## config.mk

```make
export PLATFORM = sky130hd
export DESIGN_NAME = matrix_renderer
export DESIGN_NICKNAME = d
export VERILOG_FILES = /design/src/rtl/matrix_renderer.sv
export SDC_FILE = /design/constraint.sdc
export NUM_CORES = 1
export LEC_CHECK = 0
export ABC_CLOCK_PERIOD_IN_PS = 4650
export CAP_MARGIN = 20
export CELL_PAD_IN_SITES_DETAIL_PLACEMENT = 1
export CELL_PAD_IN_SITES_GLOBAL_PLACEMENT = 2
export CORE_ASPECT_RATIO = 0.8
export CORE_MARGIN = 2
export CORE_UTILIZATION = 30
export CTS_CLUSTER_SIZE = 14
export DETAILED_ROUTE_END_ITERATION = 8
export GPL_ROUTABILITY_DRIVEN = 0
export GPL_TIMING_DRIVEN = 0
export HOLD_SLACK_MARGIN = 0.08
export PLACE_DENSITY_LB_ADDON = 0.1
export SLEW_MARGIN = 20
export SYNTH_ARGS = -nofsm -noshare
export SYNTH_HDL_FRONTEND = slang
export SYNTH_SLANG_ARGS = --single-unit
```

## constraint.sdc

```tcl
create_clock -name clk -period 4.65 [get_ports clk]
set_clock_uncertainty 0.15 [all_clocks]
set_input_delay 0.465 -clock clk [delete_from_list [all_inputs] [get_ports clk]]
set_output_delay 0.465 -clock clk [all_outputs]
set_load 0.05 [all_outputs]
```

## src/rtl/matrix_renderer.sv

```systemverilog
// Row-scanned driver for the 8x16 LED matrix: latches one game-state snapshot per
// frame, blanks the start of each row slot, blinks bonus coins and shows the score at game over.
module matrix_renderer #(
   parameter int SCAN_DIV     = 1000,
   parameter int BLANK        = 4,
   parameter int BLINK_FRAMES = 16
) (
   input  logic        clk,
   input  logic        reset,
   input  logic [2:0]  player_x,
   input  logic [2:0]  coin_x,
   input  logic [3:0]  coin_y,
   input  logic        coin_type,
   input  logic [7:0]  score,
   input  logic        time_up,
   output logic [15:0] row,
   output logic [7:0]  col,
   output logic        frame_start
);

   localparam int DIV_W   = $clog2(SCAN_DIV);
   localparam int FRAME_W = (BLINK_FRAMES > 1) ? $clog2(BLINK_FRAMES) : 1;

   logic [DIV_W-1:0]   div;
   logic [3:0]         row_idx;
   logic [FRAME_W-1:0] frame_cnt;
   logic               blink_on;

   logic [2:0] snap_player_x;
   logic [2:0] snap_coin_x;
   logic [3:0] snap_coin_y;
   logic       snap_coin_type;
   logic [7:0] snap_score;
   logic       snap_time_up;

   logic       slot_tick;
   logic [7:0] pattern;

   assign slot_tick = (div == DIV_W'(SCAN_DIV - 1));

   // Inputs are only captured on the last cycle of row 15 so a whole frame
   // is drawn from one coherent game state.
   always_ff @(posedge clk) begin
      if (reset) begin
         div            <= '0;
         row_idx        <= '0;
         frame_cnt      <= '0;
         blink_on       <= 1'b1;
         frame_start    <= 1'b0;
         snap_player_x  <= '0;
         snap_coin_x    <= '0;
         snap_coin_y    <= '0;
         snap_coin_type <= 1'b0;
         snap_score     <= '0;
         snap_time_up   <= 1'b0;
      end else begin
         frame_start <= 1'b0;
         if (slot_tick) begin
            div     <= '0;
            row_idx <= row_idx + 4'd1;
            if (row_idx == 4'd15) begin
               snap_player_x  <= player_x;
               snap_coin_x    <= coin_x;
               snap_coin_y    <= coin_y;
               snap_coin_type <= coin_type;
               snap_score     <= score;
               snap_time_up   <= time_up;
               frame_start    <= 1'b1;
               if (frame_cnt == FRAME_W'(BLINK_FRAMES - 1)) begin
                  frame_cnt <= '0;
                  blink_on  <= ~blink_on;
               end else begin
                  frame_cnt <= frame_cnt + FRAME_W'(1);
               end
            end
         end else begin
            div <= div + DIV_W'(1);
         end
      end
   end

   // Row pattern is a pure function of registered state; player and coin
   // share a column bit when they overlap so only one LED lights.
   always_comb begin
      pattern = '0;
      if (snap_time_up) begin
         if (row_idx == 4'd0)
            pattern = snap_score;
      end else begin
         if (row_idx == 4'd15)
            pattern[snap_player_x] = 1'b1;
         if ((row_idx == snap_coin_y) && (!snap_coin_type || blink_on))
            pattern[snap_coin_x] = 1'b1;
      end
   end

   always_comb begin
      row = 16'd1 << row_idx;
      col = (div < DIV_W'(BLANK)) ? 8'h00 : pattern;
   end

endmodule

```

==> summary.txt, run 1 <==
STA
  • Max-slew violations: 0
  • Fmax: 272 MHz
  • Final worst setup slack: 0.974 ns
  • Worst-margin pin slew: 0.890 ns
  • Setup tns final: 0 ns
  • Fin crit share: 79.1%
  • Hold Violations, Final: 0
  • Final setup fails: 0
  • Unrepaired setup endpoints after global routing: false
  • Fin crit period: 3.68 ns
  • Slew margin rel.: 40.2%

Logic synthesis
  • Sequential fraction of the synthesis area: approximately two fifths
  • Yosys cell types: 34
  • Syn Nets: approximately 300
  • Synth top area share: 39.0%
  • Area leader, netlist: dfxtp_1
  • Post-Syn Area: a little over 2000 um^2
  • Top cells by area, synth: dfxtp_1, nand2_1, a21oi_1, ha_1, nor2_1
  • Gate Count Post-Synth: 263
  • YS warnings: 0
  • Register bit total from synthesis: 40
  • Avg Cell Area, Syn: 7.80 um^2

Worst setup path
  • Worst EP arrival: 3.06 ns
  • Crit-path cells: clkbuf_1, xor2_1, nor3_1, nand4b_1, a21oi_1, clkdlybuf4s50_1
  • CP startpoint kind: flip-flop
  • CP Max Fanout: 10
  • CP peak stage delay: 0.82 ns
  • Crit path kind: flip-flop to output pin
  • Slowest-stage cell, CP: clkdlybuf4s50_1
  • Req. time, crit path: 4.03 ns
  • CP Capture Type: output pin

Drt
  • Met2 wire len: 2380 um
  • Metal-1 WL: 2950 um
  • Vias: between 1500 and 2000
  • Final ANT Viol Nets: 0
  • Post-Route WL: 5650 um
  • DRC viols: 0
  • DRT iter0 DRCs: 62
  • Routed vias/inst: roughly 4.8
  • Routed len/inst: between 10 and 15 um
  • Met3 WL: 283 um
  • Highest metal used: met4
  • Router iterations before antenna repair: 4

Floorplanning
  • Die Wd: 96.4 um
  • Die Height: 78.0 um
  • Die area: 7520 um^2
  • Boundary Pins: 47
  • Rows: 26
  • Core Area: roughly 6500 um^2
  • Starting Density: 31.5%

Place
  • DP HPWL: approximately 4300 um
  • # port buffers: 46
  • Pre-CTS WS: around 1.3 ns
  • Post-Place Cell Area: ~2600 um^2

Finish
  • Layout cells sized above 1: 3.79%
  • Post-route cell area: 2710 um^2
  • Diodes inserted: 0
  • Syn-to-layout area delta: 32.2%
  • Post-layout util: 41.7%
  • Final layout net count: between 300 and 400

Clock network
  • Clock Path Buffers: 2
  • Resize count post-CTS: 0
  • Root buffer cell: clkbuf_8
  • Hold buffers post-CTS: 0
  • Clock-pin slew on the worst setup and hold paths: 0.07 ns
  • Clock Sinks: 40
  • Num CTS Buffers: 5
  • TritonCTS clock tree: yes
  • H-tree depth: 2
  • Clk_lat worst skew: 0.29 ns
  • Post-CTS setup repair buffer count: 0

Global route
  • Tot GR Track Use: 16.2%
  • First-pass GRT wire length: 9360 um
  • Initial antenna violation count: 0
  • Vias in the first global route: 1892
  • Grt total ovfl: 0
  • Largest net degree at the start of global routing: 13

Outcome
  • Status: finished clean

Job
  • Number of max-cap violations: 0

Power and ir drop
  • Peak VDD IR: 111 uV
  • Pwr dens: around 230 nW/um^2
  • Leakage: 0.911 nW

Min path
  • Worst hold path class: flip-flop to flip-flop
==> through the flow <==
step	instances	total power (W)	hold WS [ns]
6_report	401	0.000622	0.305
5_1_grt	401	0.000657	0.333
4_1_cts	401	0.000635	0.307
3_5_place_dp	393	0.000391	0.287
3_3_place_gp	393	0.000391	0.281
2_1_floorplan	263	0.000367	0.268
==> flip-flops by register name, summed over array words and instances (netlist names) <==
signal          flops
div                10
snap_score          8
frame_cnt           4
row_idx             4
snap_coin_y         4
snap_coin_x         3
snap_player_x       3
blink_on            1
frame_start         1
snap_coin_type      1
snap_time_up        1
==> synth_stat cells, drive strengths merged <==
library cell,number
ha,8
clkbuf,12
a32oi,7
nand3,9
o211ai,1
and4,1
and3,5
or2,2
or3b,1
nand2,50
and2,13
nand4b,3
o21ai,2
nand4,6
inv,5
buf,1
a31oi,2
nor4bb,1
nor2,24
nor4,3
xor2,6
nor3b,2
xnor2,8
or4,2
a211oi,1
nand3b,1
mux2i,1
or3,1
nor3,9
a21oi,30
dfxtp,40
nor2b,6
==> cell families after synthesis <==
logic type	count (synthesis)	synth area share, %
XOR/XNOR	14	5.98
buffers and inverters	18	3.36
AO/OA/AOI/OAI	43	12.1
flip-flops	40	39.0
multiplexers	1	0.488
AND/OR/NAND/NOR	139	34.1
adder cells (fa/ha/maj)	8	4.88
==> path summary, 6_finish.rpt <==
path	end	slack, ns	cells after the start	startpoint
max	col[2]	0.97	6	row_idx[2]
min	snap_coin_type	0.31	2	snap_coin_type
max reg2reg	snap_coin_y[2]	2.25	6	row_idx[0]
min reg2reg	snap_coin_type	0.31	2	snap_coin_type
==> report_power, final <==
group          switching, W  leakage (nW)  internal (W)
registers        0.00000222         0.323      0.000344
clock network      0.000119        0.0445      0.000121
logic             0.0000152         0.544     0.0000205
total              0.000137         0.911      0.000485
==> final cells by class <==
class                      instances  area, um^2
tap                               84         105
multi-input combinational        205        1180
timing repair buffer              46         460
clock inverter                     1        7.51
fill                             818        3800
clock buffer                       7        86.3
inverter                           5        18.8
sequential                        40         801
buffer                            13        50.0
==> worst max-delay path: cells and delay by family, from the launching register on <==
family / cells / cell delay, ns
compound gates: 1 / 0.21
xor+xnor: 1 / 0.12
buf+inv: 2 / 1.20
flops: 1 / 0.37
simple gates: 2 / 0.87
==> cell usage in the layout (no fill, tap or decap), drive strengths merged, types with 6 or more instances in the layout <==
| master | count |
|---|---|
| nand3 | 9 |
| and2 | 13 |
| nor2 | 24 |
| nand4 | 6 |
| a32oi | 7 |
| clkdlybuf4s50 | 46 |
| clkbuf | 19 |
| ha | 8 |
| xnor2 | 8 |
| a21oi | 30 |
| nor3 | 9 |
| xor2 | 6 |
| dfxtp | 40 |
| nor2b | 6 |
| nand2 | 50 |
==> layer usage <==
layer	global-route usage, %	vias to the layer above
met5	0	-
met4	3.80	0
met3	3.79	4
met2	23.1	42
met1	24.4	886
li1	-	1010
(Power assumes the default switching activity.)
==> run 2, diff against run 1 <==
Settings changed: ABC_CLOCK_PERIOD_IN_PS 4650 to 3400, CORE_UTILIZATION 30 to 28.
Clock period 4.65 ns to 3.4 ns, I/O delays scaled along.
==> run 2 against run 1 <==
Effect of this change:
- clock power grew 78%
- sequential share of layout area is 0.65 points lower
- non-clock buffer count unchanged
- global-route usage fell by 0.30 points
- critical path depth up 1
- combinational power rose by 40%
- final area up 2.3%
- register-to-register slack got worse by 1.3 ns
- via count rose by 1.3%
- first-iteration DRC count down 15%
- setup slack worse by 0.75 ns
- largest power group unchanged
==> summary.txt, run 2 (same netlist as run 1, synthesis figures left out) <==
Outcome
  • Status: finished clean

Floorplanning
  • Rows: 27
  • Starting Density: around 29%
  • Die area: 8030 um^2
  • Core Area: 6990 um^2
  • Die Wd: 99.7 um
  • Die Height: 80.5 um
  • Boundary Pins: 47

Finish
  • Syn-to-layout area delta: 35.1%
  • Max reg flops: 10
  • Largest reg by FF count: div
  • Diodes inserted: 0
  • Most common cell after layout, fill and taps aside: nand2_1
  • Final layout net count: 346
  • Layout cells sized above 1: approximately 4.7%
  • Most frequent cells in the layout: nand2_1, clkdlybuf4s50_1, dfxtp_1, a21oi_1, nor2_1
  • Largest regs: div x10, snap_score x8

STA
  • Hold Violations, Final: 0
  • Setup tns final: 0 ns
  • Fin crit share: a little over 90%
  • Unrepaired setup endpoints after global routing: false
  • Fin Hold WS: 0.303 ns
  • Fmax: between 300 and 400 MHz
  • Fin crit period: 3.18 ns
  • Final setup fails: 0
  • Final worst setup slack: 0.220 ns
  • Max-slew violations: 0
  • Worst-margin pin slew: 0.730 ns
  • Slew margin rel.: 50.9%

Power and ir drop
  • Pwr dens: 343 nW/um^2
  • Peak VDD IR: 192 uV
  • Leakage: approximately 0.94 nW

Worst setup path
  • CP Max Fanout: 10
  • Worst EP arrival: 2.69 ns
  • Req. time, crit path: 2.91 ns
  • CP Capture Type: output pin
  • Worst reg-to-reg setup slack: 0.93 ns
  • Crit path kind: flip-flop to output pin
  • CP startpoint kind: flip-flop

Drt
  • DRC viols: 0
  • Router iterations before antenna repair: 4
  • Routed vias/inst: 4.87
  • Final ANT Viol Nets: 0
  • Highest metal used: met4
  • Met3 WL: 346 um
  • Post-Route WL: 5940 um
  • DRT iter0 DRCs: 53
  • Vias: 1968
  • Metal-1 WL: 3000 um
  • Routed len/inst: around 15 um
  • Met2 wire len: 2560 um

Place
  • # port buffers: 46
  • Pre-CTS WS: 0.210 ns
  • DP HPWL: 4440 um

Job
  • Number of max-cap violations: 0

Clock network
  • Clk_lat worst skew: approximately 0.29 ns
  • Num CTS Buffers: 5
  • Clock-pin slew on the worst setup and hold paths: about 0.080 ns
  • H-tree depth: 2
  • Clock Sinks: 40
  • Hold buffers post-CTS: 0
  • Clock Path Buffers: 2
  • TritonCTS clock tree: yes
  • Root buffer cell: clkbuf_8

Global route
  • Initial antenna violation count: 0
  • First-pass GRT wire length: around 10000 um
  • Largest net degree at the start of global routing: 13
  • Vias in the first global route: slightly above 2000
  • Grt total ovfl: 0
  • Tot GR Track Use: 15.9%

Min path
  • Worst hold path class: flip-flop to flip-flop
## run 2: cell types whose count changed in the layout (fill, tap and decap cells not counted)
cell | previous run | this run
bufinv_16 | 0 | 1
clkbuf_1 | 13 | 12
clkbuf_8 | 6 | 7
clkinvlp_4 | 1 | 0
nor3_1 | 9 | 7
nor3_2 | 0 | 1
nor3_4 | 0 | 1
nor4_2 | 2 | 1
nor4_4 | 0 | 1
## run 2: final cells by class
cell class,instances,area [um^2]
Inverter,5,18.8
Buffer,13,50.0
Timing Repair Buffer,46,460
Clock inverter,1,30.0
Tap cell,87,109
Sequential cell,40,801
Multi-Input combinational cell,205,1210
Clock buffer,7,96.3
Fill cell,860,4220
## run 2: metrics by stage
step | instances | instance area [um^2] | util [%] | power [W]
final | 404 | 2770 | 39.6 | 0.000951
after floorplan | 263 | 2050 | - | 0.000502
after detailed placement | 396 | 2620 | 37.5 | 0.000535
after CTS | 404 | 2750 | 39.3 | 0.000963
after global routing | 404 | 2770 | 39.6 | 0.00100
after global placement | 396 | 2620 | 37.5 | 0.000535
## run 2: power by group
part,internal (W),switching [W]
combinational,0.0000286,0.0000213
sequential,0.000471,0.00000309
clock,0.000259,0.000168
## run 2: worst paths after layout
path              start  cells after the start             end
max          row_idx[2]                      7          col[0]
min              div[0]                      1          div[0]
max reg2reg  row_idx[0]                      6  snap_coin_x[2]
min reg2reg      div[0]                      1          div[0]
## run 2: metal layers
layer | vias to the layer above | global-route usage [%]
met5 | - | 0
met4 | 0 | 2.05
met3 | 2 | 3.92
met2 | 40 | 24.9
met1 | 915 | 22.6
li1 | 1011 | -
## run 2: repair_timing
item	4_1_cts	5_1_grt
setup buffers	0	0
cloned	0	0
endpoints found under the setup margin	8	8
resized for setup	1	3
## run 2: critical path: stages, from the launching register on
cell,delay [ns]
dfxtp_1,0.33
clkbuf_1,0.22
nor2_1,0.19
and2_1,0.16
clkbuf_1,0.34
a32oi_1,0.18
a21oi_1,0.17
clkdlybuf4s50_1,0.82
